File: config.mk
export PLATFORM = sky130hd
export DESIGN_NAME = period_toggle_divider_flat
export DESIGN_NICKNAME = d
export VERILOG_FILES = /design/src/rtl/period_toggle_divider_if.sv /design/src/rtl/period_toggle_divider.sv /design/src/flat_wrapper.sv
export SDC_FILE = /design/constraint.sdc
export NUM_CORES = 1
export LEC_CHECK = 0
export ABC_AREA = 1
export BUFFER_PORTS_ARGS = -buffer_cell sky130_fd_sc_hd__buf_2
export CORE_ASPECT_RATIO = 0.9
export CORE_UTILIZATION = 54
export CTS_CLUSTER_SIZE = 14
export DETAILED_ROUTE_END_ITERATION = 10
export GPL_TIMING_DRIVEN = 0
export PLACE_DENSITY_LB_ADDON = 0.1
export SYNTH_ARGS = -nofsm -noshare
export SYNTH_HDL_FRONTEND = slang
export SYNTH_SLANG_ARGS = --single-unit
File: constraint.sdc
create_clock -name clock -period 2.5 [get_ports clock]
set_clock_uncertainty 0.15 [all_clocks]
set_input_delay 0.375 -clock clock [delete_from_list [all_inputs] [get_ports clock]]
set_output_delay 0.375 -clock clock [all_outputs]
set_load 0.05 [all_outputs]
File: src/rtl/period_toggle_divider_if.sv
// period_toggle_divider_if: control, load handshake and status bundle for the toggle divider (carryOut present with PERIOD_TOGGLE_DIVIDER_CARRY_EN)
interface period_toggle_divider_if #(
  parameter int COUNT_WIDTH = 5
);
  logic                   enable;
  logic                   clear;
  logic                   loadValid;
  logic [COUNT_WIDTH-1:0] loadTerminal;
  logic                   loadReady;
  logic [COUNT_WIDTH-1:0] counterOut;
  logic                   clockOut;
  logic                   terminalPulse;
  logic [COUNT_WIDTH-1:0] activeTerminal;
`ifdef PERIOD_TOGGLE_DIVIDER_CARRY_EN
  logic                   carryOut;
  modport master (output enable, clear, loadValid, loadTerminal,
                  input loadReady, counterOut, clockOut, terminalPulse, activeTerminal, carryOut);
  modport slave  (input enable, clear, loadValid, loadTerminal,
                  output loadReady, counterOut, clockOut, terminalPulse, activeTerminal, carryOut);
`else
  modport master (output enable, clear, loadValid, loadTerminal,
                  input loadReady, counterOut, clockOut, terminalPulse, activeTerminal);
  modport slave  (input enable, clear, loadValid, loadTerminal,
                  output loadReady, counterOut, clockOut, terminalPulse, activeTerminal);
`endif
endinterface

File: src/rtl/period_toggle_divider.sv
// period_toggle_divider: 50% duty toggle divider with runtime-loadable half-period (optional carryOut via PERIOD_TOGGLE_DIVIDER_CARRY_EN)
module period_toggle_divider #(
  parameter int COUNT_WIDTH = 5,
  parameter int TERMINAL    = 29,
  parameter int INIT_LEVEL  = 0
) (
  input logic clock,
  input logic reset,
  period_toggle_divider_if.slave bus
);
  localparam logic [COUNT_WIDTH-1:0] TERM = COUNT_WIDTH'(TERMINAL);
  localparam logic INIT = INIT_LEVEL != 0;
  typedef enum logic {IDLE, PENDING} state_t;
  state_t                 state;
  logic [COUNT_WIDTH-1:0] count;
  logic [COUNT_WIDTH-1:0] active;
  logic [COUNT_WIDTH-1:0] shadow;
  logic                   level;
  logic                   pulse;
  logic                   carry;
  logic                   wrap;
  assign wrap = bus.enable && count == active;
  // Counter, toggle, load FSM and registered status in one place so a new terminal only lands on a wrap or clear
  always_ff @(posedge clock) begin
    if (reset) begin
      state  <= IDLE;
      count  <= '0;
      active <= TERM;
      shadow <= TERM;
      level  <= INIT;
      pulse  <= 1'b0;
      carry  <= 1'b0;
    end else if (bus.clear) begin
      count <= '0;
      level <= INIT;
      pulse <= 1'b0;
      carry <= 1'b0;
      state <= IDLE;
      if (state == PENDING)
        active <= shadow;
      else if (bus.loadValid)
        active <= bus.loadTerminal;
    end else begin
      pulse <= wrap;
      carry <= wrap && level != INIT;
      if (bus.enable) begin
        count <= wrap ? '0 : count + 1'b1;
        level <= wrap ? ~level : level;
      end
      if (state == IDLE && bus.loadValid) begin
        shadow <= bus.loadTerminal;
        state  <= PENDING;
      end else if (state == PENDING && wrap) begin
        active <= shadow;
        state  <= IDLE;
      end
    end
  end
  assign bus.loadReady      = state == IDLE;
  assign bus.counterOut     = count;
  assign bus.clockOut       = level;
  assign bus.terminalPulse  = pulse;
  assign bus.activeTerminal = active;
`ifdef PERIOD_TOGGLE_DIVIDER_CARRY_EN
  assign bus.carryOut = carry;
`else
  logic unused_carry;
  assign unused_carry = carry;
`endif
endmodule

File: src/flat_wrapper.sv
// flat-port wrapper written by rule: the top's interface ports become plain ports
module period_toggle_divider_flat 
#(
  parameter int COUNT_WIDTH = 5,
  parameter int TERMINAL    = 29,
  parameter int INIT_LEVEL  = 0
)
  (clock, reset, bus_enable, bus_clear, bus_loadValid, bus_loadTerminal, bus_loadReady, bus_counterOut, bus_clockOut, bus_terminalPulse, bus_activeTerminal);
  period_toggle_divider_if #(.COUNT_WIDTH(COUNT_WIDTH)) bus_i ();
  input logic clock;
  input logic reset;
  input wire logic [$bits(bus_i.enable)-1:0] bus_enable;
  input wire logic [$bits(bus_i.clear)-1:0] bus_clear;
  input wire logic [$bits(bus_i.loadValid)-1:0] bus_loadValid;
  input wire logic [$bits(bus_i.loadTerminal)-1:0] bus_loadTerminal;
  output wire logic [$bits(bus_i.loadReady)-1:0] bus_loadReady;
  output wire logic [$bits(bus_i.counterOut)-1:0] bus_counterOut;
  output wire logic [$bits(bus_i.clockOut)-1:0] bus_clockOut;
  output wire logic [$bits(bus_i.terminalPulse)-1:0] bus_terminalPulse;
  output wire logic [$bits(bus_i.activeTerminal)-1:0] bus_activeTerminal;
  assign bus_i.enable = bus_enable;
  assign bus_i.clear = bus_clear;
  assign bus_i.loadValid = bus_loadValid;
  assign bus_i.loadTerminal = bus_loadTerminal;
  assign bus_loadReady = bus_i.loadReady;
  assign bus_counterOut = bus_i.counterOut;
  assign bus_clockOut = bus_i.clockOut;
  assign bus_terminalPulse = bus_i.terminalPulse;
  assign bus_activeTerminal = bus_i.activeTerminal;
  period_toggle_divider #(.COUNT_WIDTH(COUNT_WIDTH), .TERMINAL(TERMINAL), .INIT_LEVEL(INIT_LEVEL)) u_core (.clock(clock), .reset(reset), .bus(bus_i));
endmodule
======== Word level (Yosys, flattened, before mapping) ========
Index checks and enable logic that the tools add are counted.
word-level totals
  register bits ........................... 18
  bits in latches ......................... 0
  RAM bits ................................ 0
  ROM bits ................................ 0
  input port bits ......................... 10
  output and inout bits ................... 13
  word-level logic and storage cells ...... 30
  memories kept ........................... 0
operators by class
  add/subtract/negate cells ............... 1
  multipliers ............................. 0
  divide/modulo/power cells ............... 0
  magnitude comparators ................... 0
  equality and inequality tests ........... 3
  shift-type cells ........................ 0
  mux-type cells .......................... 8
  bitwise operators ....................... 3
  reduce and logical (&&, ||, !) cells .... 9
operators with widths
  operator             number
  $mux 5               6
  $add 5x1->5 const B  1
  $eq 5x5->1           1
  $reduce_and 2->1     2
  $reduce_bool 2->1    2
  $logic_and 1x1->1    3
  $ne 3x1->1 const B   1
  $not 1->1            3
  $reduce_and 3->1     1
  $mux 1               2
  $ne 2x2->1 const B   1
  $reduce_or 2->1      1

======== Depth between registers and ports, before layout ========
  word-level depth ........................ 6
  depth in mapped cells ................... 9
  gate-level depth less buffers ........... 9

======== Worst setup path before layout ========
OpenSTA, ideal clock, no wires.
  path type ............................... register to register
  start point ............................. register u_core.count[1], in the netlist u_core.bus.counterOut[1]
  end point ............................... register u_core.level, in the netlist u_core.bus.clockOut
  setup time .............................. 0.115 ns
  arrival ................................. 1.483 ns
  required time ........................... 2.235 ns
  path slack .............................. 0.752 ns
  cell stages (with the launch flop) ...... 9
  path buffers ............................ 0
  clock period less this slack ............ 1.748 ns
  cell sequence ........................... dfxtp_1 inv_1 nand2_1 o21ai_1 nor2_2 nand2_2 nand2_2 nand2_1 o21a_1
between the ends
  cells in the longest elaborated chain, start to end .. 3
ends and longest elaborated chain
  item                        RTL line                     source
  start: declaration          period_toggle_divider.sv:15  logic [COUNT_WIDTH-1:0] count;
  start signal: assignment    period_toggle_divider.sv:47  count <= wrap ? '0 : count + 1'b1;
  $eq 5x5->1                  period_toggle_divider.sv:22  assign wrap = bus.enable && count == active;
  $logic_and 1x1->1           period_toggle_divider.sv:22
  $reduce_and 2->1 (no line)  --
  end signal: assignment      period_toggle_divider.sv:48  level <= wrap ? ~level : level;
  end: declaration            period_toggle_divider.sv:18  logic level;
Every way passes these cells.
A chain may end at the register's enable or synchronous reset.

======== Worst setup path in the final report ========
  start point ............................. register u_core.state
  end point ............................... output port bus_loadReady
between the ends
  cells in the longest elaborated chain, start to end .. 1
ends and longest elaborated chain
  item                      RTL line                     source
  start: declaration        period_toggle_divider.sv:14  state_t state;
  start signal: assignment  period_toggle_divider.sv:26  state <= IDLE;
  start signal: assignment  period_toggle_divider.sv:38  state <= IDLE;
  start signal: assignment  period_toggle_divider.sv:52  state <= PENDING;
  $not 1->1                 period_toggle_divider.sv:59  assign bus.loadReady = state == IDLE;
  end: declaration          flat_wrapper.sv:16           output wire logic [$bits(bus_i.loadReady)-1:0] bus_loadReady;
Every way passes these cells.

==> run metrics <==
buffer cell driving the clock tree root sky130_fd_sc_hd__clkbuf_4; worst path required time 1.98 ns; cell breakdown of the critical path inv_2 > buf_2; count of nets left with antenna violations after detail routing 0; PwrDens 575 nW/um2; maximum VDD drop 0.492 mV; number of cells after detailed placement 163; cts hold-fix bufs 0; top post-synthesis cells by area sky130_fd_sc_hd__dfxtp_1 41%, sky130_fd_sc_hd__nand2_1 13%, sky130_fd_sc_hd__nand3_1 7.5%; status complete, no violations; DP HPWL 1.30 mm; initial standard-cell utilization of the core 58.7%; diode count 0; maximum number of pins on one net before global-route repair 11; post-synthesis cell type with the largest combined area sky130_fd_sc_hd__dfxtp_1; Final Setup Violations 0; count of final hold-check violations 0; fraction of layout cells with a size suffix above 1 28.3%; Crit-path slowest cell sky130_fd_sc_hd__dfxtp_1; TritonCTS sink count 18; fraction of synthesis flops using an asynchronous set or reset pin 0%; initial antenna violation count 0; part of the total power dissipated in combinational logic 17.8%; number of flops mapped to enable cells by yosys 0; slew at the pin closest to its max-slew limit 0.491 ns; max_slew headroom 67.1%; peak fanout along the critical path 4; post-synthesis net count 130; maximum clock frequency 638 MHz; Max clock buf depth 2; type of the setup path with the least slack flop to output pin; Worst path max stage delay 0.45 ns; period utilisation layout 62.7%; detailed-route DRC error count 0; synthesized area per cell 7.30 um2; H-tree level count 1; final cell count without fillers 167; cell area after synthesis 868 um2; post-CTS clock slew at the launch and capture registers of the worst setup and hold paths 0.10 ns; total routing resource utilization after global routing 21.7%; count of yosys warnings during synthesis 0; number of top-level pins 23; area of the die 1770 um2; data arrival at the endpoint of the critical path 1.04 ns; distinct cell type count of the synthesized netlist 22; average via count per standard cell 4.91; number of maximum-capacitance violations 0; share of power burned in registers 52.2%; HP Class input pin to flop; mean routed wirelength per cell 10.0 um; Iter 0 DRT Violations 27; Die X-Extent 44.3 um; net switching power 177 uW; Post-synth top flop sky130_fd_sc_hd__dfxtp_1; total number of placement rows 13; switching power as a share of total power 29.5%; post-cts resize count 0; post-synth top area share 41.5%; TritonCTS Buffers 3; wire length of the first global-routing pass 2.71 mm; total of flip-flops plus latches after synthesis 18; number of pins with negative max-slew slack in the final report 0; first-pass iteration count of the detailed router 6; area added between synthesis and finish 20.0%; fillers 130; total via count after detailed routing 820; core region area 1480 um2; shortest period the worst path allows 1.57 ns; latest clock arrival within the worst-skew pair 0.30 ns; part of the power in the clock network 30.0%; Final GP Congestion 0.850; most frequent cell after synthesis sky130_fd_sc_hd__nand2_1; RSZ-0062 raised after global routing false; setup total negative slack 0 ns; overall routed net length 1.67 mm; internal power of the cells 423 uW; height of the die 40.0 um; Pleak 0.509 nW; number of instances in the synthesized netlist 119; cell types with the highest counts after synthesis 29 x sky130_fd_sc_hd__nand2_1, 18 x sky130_fd_sc_hd__dfxtp_1, 14 x sky130_fd_sc_hd__inv_1; vias in the first global route 662; TritonCTS clock tree yes; Port Buffer Count 22; final-stage net count 157; Remaining Overflow, GRT 0; crit path launch type flop; sequential-to-total area share from yosys stat 41.5%; Worst Setup End Kind output pin; buffers inserted by post-CTS timing repair 0
registers in the layout, indices dropped and copies added (netlist names):
name / count
u_core.state: 1
u_core.bus.counterOut: 5
u_core.bus.clockOut: 1
u_core.shadow: 5
u_core.bus.terminalPulse: 1
u_core.bus.activeTerminal: 5
power by group through the flow:
stage / Clock, mW / Sequential [mW] / Combinational (mW)
after floorplan: 0 / 0.344 / 0.0537
after global placement: 0 / 0.319 / 0.104
after detailed placement: 0 / 0.319 / 0.107
after CTS: 0.185 / 0.313 / 0.107
after global routing: 0.195 / 0.315 / 0.119
final: 0.180 / 0.313 / 0.107
per-layer routing:
| metal | track usage [%] | part of all wire [%] |
|---|---|---|
| met1 | 28.7 | 49 |
| met2 | 32.7 | 44 |
| met3 | 8.11 | 6.4 |
| met4 | 6.82 | 1.1 |
| met5 | 0 | 0 |
placed cells by master, fill, tap and decap left out:
cell,count
sky130_fd_sc_hd__a21oi_1,6
sky130_fd_sc_hd__nand2_2,5
sky130_fd_sc_hd__o211ai_1,3
sky130_fd_sc_hd__nor2_4,2
sky130_fd_sc_hd__o21a_1,1
sky130_fd_sc_hd__xor2_1,2
sky130_fd_sc_hd__clkbuf_8,1
sky130_fd_sc_hd__clkbuf_4,3
sky130_fd_sc_hd__dfxtp_1,18
sky130_fd_sc_hd__buf_2,22
sky130_fd_sc_hd__nor2_1,5
sky130_fd_sc_hd__o21ai_1,2
sky130_fd_sc_hd__nand3_4,1
sky130_fd_sc_hd__nand2_1,29
sky130_fd_sc_hd__nand4_1,1
sky130_fd_sc_hd__a21oi_2,1
sky130_fd_sc_hd__ha_1,1
sky130_fd_sc_hd__inv_2,4
sky130_fd_sc_hd__inv_1,14
sky130_fd_sc_hd__mux2_2,1
sky130_fd_sc_hd__nand3_1,13
sky130_fd_sc_hd__nor2_2,1
sky130_fd_sc_hd__nor3_1,3
sky130_fd_sc_hd__o21ai_0,5
sky130_fd_sc_hd__clkinv_1,1
critical path: cells and delay by family (launching register included):
kind | cells | cell delay [ns]
flops | 1 | 0.45
buf+inv | 2 | 0.30
cells by family after synthesis:
family,Yosys count,synth area share [%]
AO/OA/AOI/OAI,18,12.0
XOR/XNOR,2,2.02
adder cells (fa/ha/maj),1,1.44
buffers and inverters,19,8.21
flip-flops,18,41.5
multiplexers,1,1.30
AND/OR/NAND/NOR,60,33.6
cell type report:
| class | instances | area [um2] | area share [%] |
|---|---|---|---|
| Timing Repair Buffer | 22 | 110 | 10.6 |
| Tap cell | 22 | 27.5 | 2.64 |
| Inverter | 19 | 71.3 | 6.84 |
| Clock buffer | 4 | 36.3 | 3.48 |
| Multi-Input combinational cell | 82 | 437 | 41.9 |
| Sequential cell | 18 | 360 | 34.6 |
path summary, 6_finish.rpt:
| check | end | cells after the start | startpoint | slack (ns) |
|---|---|---|---|---|
| worst max-delay path | bus_loadReady | 2 | u_core.state | 0.93 |
| worst min-delay path | u_core.shadow[0] | 3 | bus_loadTerminal[0] | 0.15 |
| worst max register to register | u_core.bus.clockOut | 8 | u_core.bus.counterOut[1] | 1.03 |
| worst min register to register | u_core.shadow[0] | 2 | u_core.shadow[0] | 0.32 |
metrics by stage:
stage	power [mW]	utilization [%]	worst slack (ns)	cell area, um2	hold WS, ns
CTS	0.605	70.4	0.925	1040	0.148
global route	0.629	70.4	0.883	1040	0.148
global placement	0.423	68.0	1.01	1010	0.285
floorplan	0.398	-	0.752	868	0.273
finish	0.599	70.4	0.932	1040	0.149
detailed placement	0.426	68.0	0.997	1010	0.292
No activity file was read; power rests on OpenSTA's default activity.
